<file path="config.mk">
export PLATFORM = sky130hd
export DESIGN_NAME = hmm_viterbi_multi_flat
export DESIGN_NICKNAME = d
export VERILOG_FILES = /design/src/rtl/hmm_viterbi_multi_if.sv /design/src/rtl/hmm_viterbi_multi.sv /design/src/flat_wrapper.sv
export SDC_FILE = /design/constraint.sdc
export NUM_CORES = 2
export LEC_CHECK = 0
export CORE_MARGIN = 3
export CORE_UTILIZATION = 38
export CTS_CLUSTER_DIAMETER = 120
export DETAILED_ROUTE_END_ITERATION = 8
export PLACE_DENSITY_LB_ADDON = 0.08
export REMOVE_ABC_BUFFERS = 1
export SKIP_CTS_REPAIR_TIMING = 1
export SYNTH_ARGS = -nofsm -noshare
export SYNTH_HDL_FRONTEND = slang
export SYNTH_SLANG_ARGS = --single-unit
</file>
<file path="constraint.sdc">
create_clock -name clk -period 23.8 [get_ports clk]
set_input_delay 4.76 -clock clk [delete_from_list [all_inputs] [get_ports clk]]
set_output_delay 4.76 -clock clk [all_outputs]
set_load 0.1 [all_outputs]
</file>
<file path="src/rtl/hmm_viterbi_multi_if.sv">
// Bundle of config, emission-stream and result signals for the multi-HMM Viterbi scorer.
// master = controller/front-end side, slave = scorer side.
interface hmm_viterbi_multi_if #(
  parameter int N_HMM = 3,
  parameter int DW    = 32,
  parameter int TW    = 16,
  parameter int SW    = 40
);
  logic                      cfg_we;
  logic [2:0]                cfg_hmm;
  logic [3:0]                cfg_state;
  logic                      cfg_next;
  logic signed [TW-1:0]      cfg_data;
  logic                      start;
  logic                      in_valid;
  logic                      in_ready;
  logic [N_HMM*DW-1:0]       in_data;
  logic                      in_last;
  logic                      busy;
  logic                      out_valid;
  logic                      out_ready;
  logic [2:0]                out_idx;
  logic signed [SW-1:0]      out_score;
  logic [1:0]                state_dbg;

  modport master (
    output cfg_we, cfg_hmm, cfg_state, cfg_next, cfg_data, start,
           in_valid, in_data, in_last, out_ready,
    input  in_ready, busy, out_valid, out_idx, out_score, state_dbg
  );

  modport slave (
    input  cfg_we, cfg_hmm, cfg_state, cfg_next, cfg_data, start,
           in_valid, in_data, in_last, out_ready,
    output in_ready, busy, out_valid, out_idx, out_score, state_dbg
  );
endinterface

</file>
<file path="src/rtl/hmm_viterbi_multi.sv">
// Log-domain Viterbi scorer for N_HMM left-to-right HMMs run in parallel, one state-beat per
// accepted emission; at end of utterance reports the HMM with the best final-state score.
module hmm_viterbi_multi #(
  parameter int N_HMM      = 3,
  parameter int STATE      = 5,
  parameter int MAX_FRAMES = 32,
  parameter int DW         = 32,
  parameter int TW         = 16,
  parameter int SW         = 40
) (
  input  logic             clk,
  input  logic             reset,
  hmm_viterbi_multi_if.slave bus
);

  localparam int SCW = (STATE > 1) ? $clog2(STATE) : 1;
  localparam int TCW = $clog2(MAX_FRAMES + 1);
  localparam logic signed [SW-1:0] NEG_INF = {1'b1, {(SW-1){1'b0}}};
  localparam logic signed [SW-1:0] POS_MAX = {1'b0, {(SW-1){1'b1}}};

  typedef enum logic [1:0] {
    IDLE   = 2'd0,
    ACCUM  = 2'd1,
    DECIDE = 2'd2,
    OUT    = 2'd3
  } state_t;

  state_t state, state_next;

  logic [SCW-1:0]       s_cnt;
  logic [TCW-1:0]       t_cnt;
  logic [2:0]           d_cnt;
  logic signed [SW-1:0] best_score;
  logic [2:0]           best_idx;
  logic                 out_valid_q;
  logic [2:0]           out_idx_q;
  logic signed [SW-1:0] out_score_q;

  logic signed [TW-1:0] a_self [N_HMM][STATE];
  logic signed [TW-1:0] a_next [N_HMM][STATE];
  logic signed [SW-1:0] delta  [N_HMM][STATE];
  logic signed [SW-1:0] prev_d [N_HMM];

  logic signed [SW-1:0] cur_d  [N_HMM];
  logic signed [TW-1:0] as_v   [N_HMM];
  logic signed [TW-1:0] an_v   [N_HMM];
  logic signed [SW-1:0] x_v    [N_HMM];
  logic signed [SW-1:0] c_self [N_HMM];
  logic signed [SW-1:0] c_next [N_HMM];
  logic signed [SW-1:0] new_d  [N_HMM];
  logic signed [SW-1:0] fin_sel;

  logic beat, last_state, last_frame;

  // NEG_INF is absorbing (an unreachable state stays unreachable); otherwise clamp to range.
  function automatic logic signed [SW-1:0] sat_add(input logic signed [SW-1:0] a,
                                                   input logic signed [SW-1:0] b);
    logic signed [SW:0] sum;
    if (a == NEG_INF) return NEG_INF;
    sum = {a[SW-1], a} + {b[SW-1], b};
    if (sum[SW] != sum[SW-1]) return sum[SW] ? NEG_INF : POS_MAX;
    return sum[SW-1:0];
  endfunction

  function automatic logic signed [SW-1:0] ext_x(input logic [DW-1:0] v);
    return {{(SW-DW){v[DW-1]}}, v};
  endfunction

  function automatic logic signed [SW-1:0] ext_a(input logic [TW-1:0] v);
    return {{(SW-TW){v[TW-1]}}, v};
  endfunction

  // Emission stream: a beat transfers on a rising clk when in_valid && in_ready; in_valid may
  // be held low to stall, in_ready is high only in ACCUM, and in_last is sampled on the last
  // state beat of a frame only.
  assign beat       = (state == ACCUM) && bus.in_valid;
  assign last_state = (s_cnt == SCW'(STATE - 1));
  assign last_frame = bus.in_last || (t_cnt == TCW'(MAX_FRAMES - 1));

  always_ff @(posedge clk or posedge reset) begin
    if (reset) state <= IDLE;
    else       state <= state_next;
  end

  always_comb begin
    state_next = state;
    case (state)
      IDLE:    if (bus.start) state_next = ACCUM;
      ACCUM:   if (beat && last_state && last_frame) state_next = DECIDE;
      DECIDE:  if (d_cnt == 3'(N_HMM - 1)) state_next = OUT;
      OUT:     if (out_valid_q && bus.out_ready) state_next = IDLE;
      default: state_next = IDLE;
    endcase
  end

  always_comb begin
    bus.in_ready  = (state == ACCUM);
    bus.busy      = (state != IDLE);
    bus.state_dbg = state;
  end

  assign bus.out_valid = out_valid_q;
  assign bus.out_idx   = out_idx_q;
  assign bus.out_score = out_score_q;

  // Per-HMM recursion for the state addressed by s_cnt.
  always_comb begin
    for (int h = 0; h < N_HMM; h++) begin
      cur_d[h] = NEG_INF;
      as_v[h]  = '0;
      an_v[h]  = '0;
      for (int s = 0; s < STATE; s++) begin
        if (s_cnt == SCW'(s)) begin
          cur_d[h] = delta[h][s];
          as_v[h]  = a_self[h][s];
          an_v[h]  = a_next[h][s];
        end
      end
      x_v[h]    = ext_x(bus.in_data[h*DW +: DW]);
      c_self[h] = sat_add(cur_d[h], ext_a(as_v[h]));
      c_next[h] = sat_add(prev_d[h], ext_a(an_v[h]));
      if (t_cnt == '0)
        new_d[h] = (s_cnt == '0) ? x_v[h] : NEG_INF;
      else if (s_cnt == '0)
        new_d[h] = sat_add(c_self[h], x_v[h]);
      else
        new_d[h] = sat_add((c_self[h] >= c_next[h]) ? c_self[h] : c_next[h], x_v[h]);
    end
  end

  always_comb begin
    fin_sel = delta[0][STATE-1];
    for (int h = 0; h < N_HMM; h++)
      if (d_cnt == 3'(h)) fin_sel = delta[h][STATE-1];
  end

  // Path metrics are not reset: IDLE re-initialises them before any utterance uses them.
  always_ff @(posedge clk) begin
    if (state == IDLE) begin
      for (int h = 0; h < N_HMM; h++) begin
        prev_d[h] <= NEG_INF;
        for (int s = 0; s < STATE; s++) delta[h][s] <= NEG_INF;
      end
    end else if (beat) begin
      for (int h = 0; h < N_HMM; h++) begin
        prev_d[h] <= cur_d[h];
        for (int s = 0; s < STATE; s++)
          if (s_cnt == SCW'(s)) delta[h][s] <= new_d[h];
      end
    end
  end

  // Transition tables survive reset; writes land only while idle and out-of-range targets miss.
  always_ff @(posedge clk) begin
    if (state == IDLE && bus.cfg_we) begin
      for (int h = 0; h < N_HMM; h++) begin
        for (int s = 0; s < STATE; s++) begin
          if (bus.cfg_hmm == 3'(h) && bus.cfg_state == 4'(s)) begin
            if (!bus.cfg_next)  a_self[h][s] <= bus.cfg_data;
            else if (s != 0)    a_next[h][s] <= bus.cfg_data;
          end
        end
      end
    end
  end

  always_ff @(posedge clk or posedge reset) begin
    if (reset) begin
      s_cnt       <= '0;
      t_cnt       <= '0;
      d_cnt       <= '0;
      best_score  <= '0;
      best_idx    <= '0;
      out_valid_q <= 1'b0;
      out_idx_q   <= '0;
      out_score_q <= '0;
    end else begin
      case (state)
        IDLE: begin
          s_cnt <= '0;
          t_cnt <= '0;
          d_cnt <= '0;
        end
        ACCUM: begin
          d_cnt <= '0;
          if (beat) begin
            if (last_state) begin
              s_cnt <= '0;
              t_cnt <= t_cnt + 1'b1;
            end else begin
              s_cnt <= s_cnt + 1'b1;
            end
          end
        end
        DECIDE: begin
          d_cnt <= d_cnt + 1'b1;
          // Strictly-greater keeps the lowest index on ties.
          if (d_cnt == '0 || fin_sel > best_score) begin
            best_score <= fin_sel;
            best_idx   <= d_cnt;
          end
        end
        OUT: begin
          if (!out_valid_q) begin
            out_valid_q <= 1'b1;
            out_idx_q   <= best_idx;
            out_score_q <= best_score;
          end else if (bus.out_ready) begin
            out_valid_q <= 1'b0;
          end
        end
        default: ;
      endcase
    end
  end

endmodule

</file>
<file path="src/flat_wrapper.sv">
// flat-port wrapper written by rule: the top's interface ports become plain ports
module hmm_viterbi_multi_flat 
#(
  parameter int N_HMM      = 3,
  parameter int STATE      = 5,
  parameter int MAX_FRAMES = 32,
  parameter int DW         = 32,
  parameter int TW         = 16,
  parameter int SW         = 40
)
  (clk, reset, bus_cfg_we, bus_cfg_hmm, bus_cfg_state, bus_cfg_next, bus_cfg_data, bus_start, bus_in_valid, bus_in_data, bus_in_last, bus_out_ready, bus_in_ready, bus_busy, bus_out_valid, bus_out_idx, bus_out_score, bus_state_dbg);
  hmm_viterbi_multi_if #(.N_HMM(N_HMM), .DW(DW), .TW(TW), .SW(SW)) bus_i ();
  input  logic clk;
  input  logic reset;
  input wire logic [$bits(bus_i.cfg_we)-1:0] bus_cfg_we;
  input wire logic [$bits(bus_i.cfg_hmm)-1:0] bus_cfg_hmm;
  input wire logic [$bits(bus_i.cfg_state)-1:0] bus_cfg_state;
  input wire logic [$bits(bus_i.cfg_next)-1:0] bus_cfg_next;
  input wire logic [$bits(bus_i.cfg_data)-1:0] bus_cfg_data;
  input wire logic [$bits(bus_i.start)-1:0] bus_start;
  input wire logic [$bits(bus_i.in_valid)-1:0] bus_in_valid;
  input wire logic [$bits(bus_i.in_data)-1:0] bus_in_data;
  input wire logic [$bits(bus_i.in_last)-1:0] bus_in_last;
  input wire logic [$bits(bus_i.out_ready)-1:0] bus_out_ready;
  output wire logic [$bits(bus_i.in_ready)-1:0] bus_in_ready;
  output wire logic [$bits(bus_i.busy)-1:0] bus_busy;
  output wire logic [$bits(bus_i.out_valid)-1:0] bus_out_valid;
  output wire logic [$bits(bus_i.out_idx)-1:0] bus_out_idx;
  output wire logic [$bits(bus_i.out_score)-1:0] bus_out_score;
  output wire logic [$bits(bus_i.state_dbg)-1:0] bus_state_dbg;
  assign bus_i.cfg_we = bus_cfg_we;
  assign bus_i.cfg_hmm = bus_cfg_hmm;
  assign bus_i.cfg_state = bus_cfg_state;
  assign bus_i.cfg_next = bus_cfg_next;
  assign bus_i.cfg_data = bus_cfg_data;
  assign bus_i.start = bus_start;
  assign bus_i.in_valid = bus_in_valid;
  assign bus_i.in_data = bus_in_data;
  assign bus_i.in_last = bus_in_last;
  assign bus_i.out_ready = bus_out_ready;
  assign bus_in_ready = bus_i.in_ready;
  assign bus_busy = bus_i.busy;
  assign bus_out_valid = bus_i.out_valid;
  assign bus_out_idx = bus_i.out_idx;
  assign bus_out_score = bus_i.out_score;
  assign bus_state_dbg = bus_i.state_dbg;
  hmm_viterbi_multi #(.N_HMM(N_HMM), .STATE(STATE), .MAX_FRAMES(MAX_FRAMES), .DW(DW), .TW(TW), .SW(SW)) u_core (.clk(clk), .reset(reset), .bus(bus_i));
endmodule
</file>
==> flow_summary_export.csv <==
group,metric,value,unit
timing,rsz0062_at_grt,"false",
critical_path,crit_slowest_cell,"nand3_1",
critical_path,worstPathArrival,17330,ps
synthesis,synthAdderAreaFrac,9.295,%
global_route,track_usage,35.57,%
synthesis,ys_warn_count,0,
detailed_routing,routed_wl,472.7,mm
critical_path,cp-end-kind,"flop",
synthesis,yosysTopAreaCell,"edfxtp_1",
place,routabilityCongestion,1.005,
cts,htreeDepth,4,
detailed_routing,drtAntennaViolNets,0,
synthesis,synthArstFlopShare,8.061,%
detailed_routing,wl_per_cell,33.90,um
cts,cts_buffer_depth,3,
timing,clock_skew,67.06,ps
place,post-dp-hpwl,362.8,mm
hold_path,min_path_type,"reg -> reg",
global_route,grt_pass1_vias,84150,
timing,timing_hold_violations_final,0,
synthesis,synthTopCellsByArea,"edfxtp_1 (36%), ha_1 (8.7%), a21oi_1 (5.2%)",
timing,finalWorstSetupSlack,7092,ps
critical_path,crit_top_cell,"buf_4",
synthesis,synth_top_family_by_area,"compound AO/OA/AOI/OAI gates",
cts,path_clk_slew,60,ps
timing,worstMarginPinSlew,1489,ps
cts,cts_buffers,150,
synthesis,yosysMostFrequentCell,"edfxtp_1",
run_status,violations,"max-capacitance violations, max-slew violations",
synthesis,synth_area_per_cell,8.998,um2
synthesis,synth_common_cells,"edfxtp_1 (1152), nand2_1 (1113), a21oi_1 (988)",
synthesis,synth_simple_gate_area_share,17.35,%
critical_path,crit_type,"reg -> reg",
place,dp.cells,13650,
detailed_routing,viasPerCell,6.421,
detailed_routing,drtPass1Iterations,8,
global_route,grt_use_met3,7.691,%
global_route,overflow,0,
critical_path,critPathLaunchType,"flop",
timing,post-route-min-period,16710,ps
final_layout,stdcell_count,13940,
global_route,grt_antenna_before_repair,38,
run_status,status,"finished with violations",
floorplan,initial_utilization,38.39,%
final_layout,areaGrowthSynthToFinish,11.64,%
final_layout,fillers,24440,
cts,cts.sinks,1253,
floorplan,rows,182,
detailed_routing,drc_errors,0,
synthesis,ys_ff_latch,1253,
global_route,grt_max_degree,152,
final_layout,regArea,0.03712,mm2
synthesis,synthMuxAreaShare,1.951,%
final_layout,design_area,0.1059,mm2
synthesis,netlist_instances,10540,
global_route,grt.busiest_layer,"met2",
timing,setup_tns,0,ps
floorplan,die_area,0.2556,mm2
floorplan,die_w,505.6,um
synthesis,synth_cell_types,108,
place,dp_worst_setup_slack,7484,ps
place,port_buffers,174,
global_route,use_met2,54.14,%
detailed_routing,drtIter0Drc,11690,
floorplan,die_y,505.6,um
critical_path,critPathMaxStageDelay,970,ps
global_route,grt_pass1_wl,655.6,mm
synthesis,synthFlopType,"edfxtp_1",
synthesis,synth_compound_area_share,25.00,%
timing,slew_headroom,-0.2946,%
final_layout,multi_input_area,0.05480,mm2
timing,slew_violations,1,
synthesis,synth-xor-area-share,3.617,%
final_layout,nets,11290,
detailed_routing,vias,89540,
cts,cts_tree,"done",
critical_path,worstPathMaxFanout,98,
synthesis,yosysSeqAreaShare,39.14,%
cts,clk_latency,850,ps
place,placed_cell_area,0.1008,mm2
synthesis,synth_area,0.09485,mm2
timing,fin_crit_sh,70.20,%
floorplan,core,0.2471,mm2
floorplan,io_pins,175,
run,maxCapViolations,1,
synthesis,synth_top_area_share,36.47,%
critical_path,cp.required,24420,ps
cts,cts_root_buf,"clkbuf_16",
global_route,use_met1,47.60,%
timing,max_freq,59.85,MHz
final_layout,drive_above_1_share,7.631,%
synthesis,synth_edf_count,1152,
timing,setup_viol,0,
-- flip-flops by register name, indices dropped and copies added (netlist names) --
name	cells
u_core.a_self	240
u_core.prev_d	120
u_core.best_score	40
u_core.best_idx	3
u_core.bus.out_score	40
u_core.s_cnt	3
u_core.t_cnt	6
u_core.bus.out_valid	1
u_core.a_next	192
u_core.bus.state_dbg	2
u_core.delta	600
u_core.d_cnt	3
u_core.bus.out_idx	3
-- critical path: cells and delay by family (launching register included) --
| family | cells | cell delay, ps |
|---|---|---|
| and+or+nand+nor | 11 | 3320 |
| DFF | 1 | 590 |
| AOI/OAI and AO/OA | 18 | 7160 |
| xor gates and xnor gates | 1 | 420 |
| adders and majority gates | 4 | 1630 |
| buffers and inverters | 10 | 3110 |
-- metal layers --
| metal | share of wire (%) | vias to the layer above |
|---|---|---|
| met5 | 0.0089 | - |
| met4 | 5.9 | 8 |
| met3 | 9.0 | 832 |
| met2 | 43 | 4615 |
| met1 | 42 | 44280 |
| li1 | - | 39810 |
-- layout make-up --
class / count / area share [%]
Sequential cell: 1253 / 35.06
Inverter: 248 / 0.8827
Antenna cell: 17 / 0.04018
Clock inverter: 78 / 0.9713
Tap cell: 3312 / 3.914
Timing Repair Buffer: 442 / 3.616
Clock buffer: 194 / 3.767
Multi-Input combinational cell: 8400 / 51.75
-- layout by cell type, fill, tap and decap left out, types with 122 or more instances in the layout --
cell,instances
a21o_1,336
a21oi_1,988
buf_4,262
clkbuf_16,150
clkdlybuf4s50_1,174
edfxtp_1,1152
ha_1,655
inv_1,245
nand2_1,1105
nand3_1,200
nand4_1,138
nor2_1,940
nor3_1,216
o21a_1,122
o21ai_0,869
o22ai_1,146
xnor2_1,241
xor2_1,144
-- kinds of logic (layout without fill, tap and decap cells) --
family,after synthesis,after routing
XOR/XNOR,390,390
other,0,17
flip-flops,1253,1253
AO/OA/AOI/OAI,3661,3661
adder cells (fa/ha/maj),704,704
AND/OR/NAND/NOR,3472,3472
multiplexers,173,173
buffers and inverters,888,962
-- final timing paths --
kind	start	end	slack (ps)	cells after the start
setup / recovery	u_core.s_cnt[2]	u_core.delta[0][27]	7090	44
setup reg to reg	u_core.s_cnt[2]	u_core.delta[0][27]	7090	44
max in group asynchronous	reset	u_core.bus.out_score[11]	18190	3
min in group asynchronous	reset	u_core.bus.out_score[38]	4400	2
hold / removal	u_core.bus.out_score[13]	u_core.bus.out_score[13]	510	1
hold reg to reg	u_core.bus.out_score[13]	u_core.bus.out_score[13]	510	1
-- through the flow --
| step | utilization (%) | hold slack, ps |
|---|---|---|
| after floorplan | - | 464.5 |
| after global placement | 40.81 | 489.9 |
| after detailed placement | 40.81 | 496.3 |
| after CTS | 42.84 | 511.8 |
| after global routing | 42.84 | 519.2 |
| final | 42.86 | 505.3 |
Power is not shown: default switching activity piles up to over one toggle a cycle in this logic, so the estimate is an artifact.
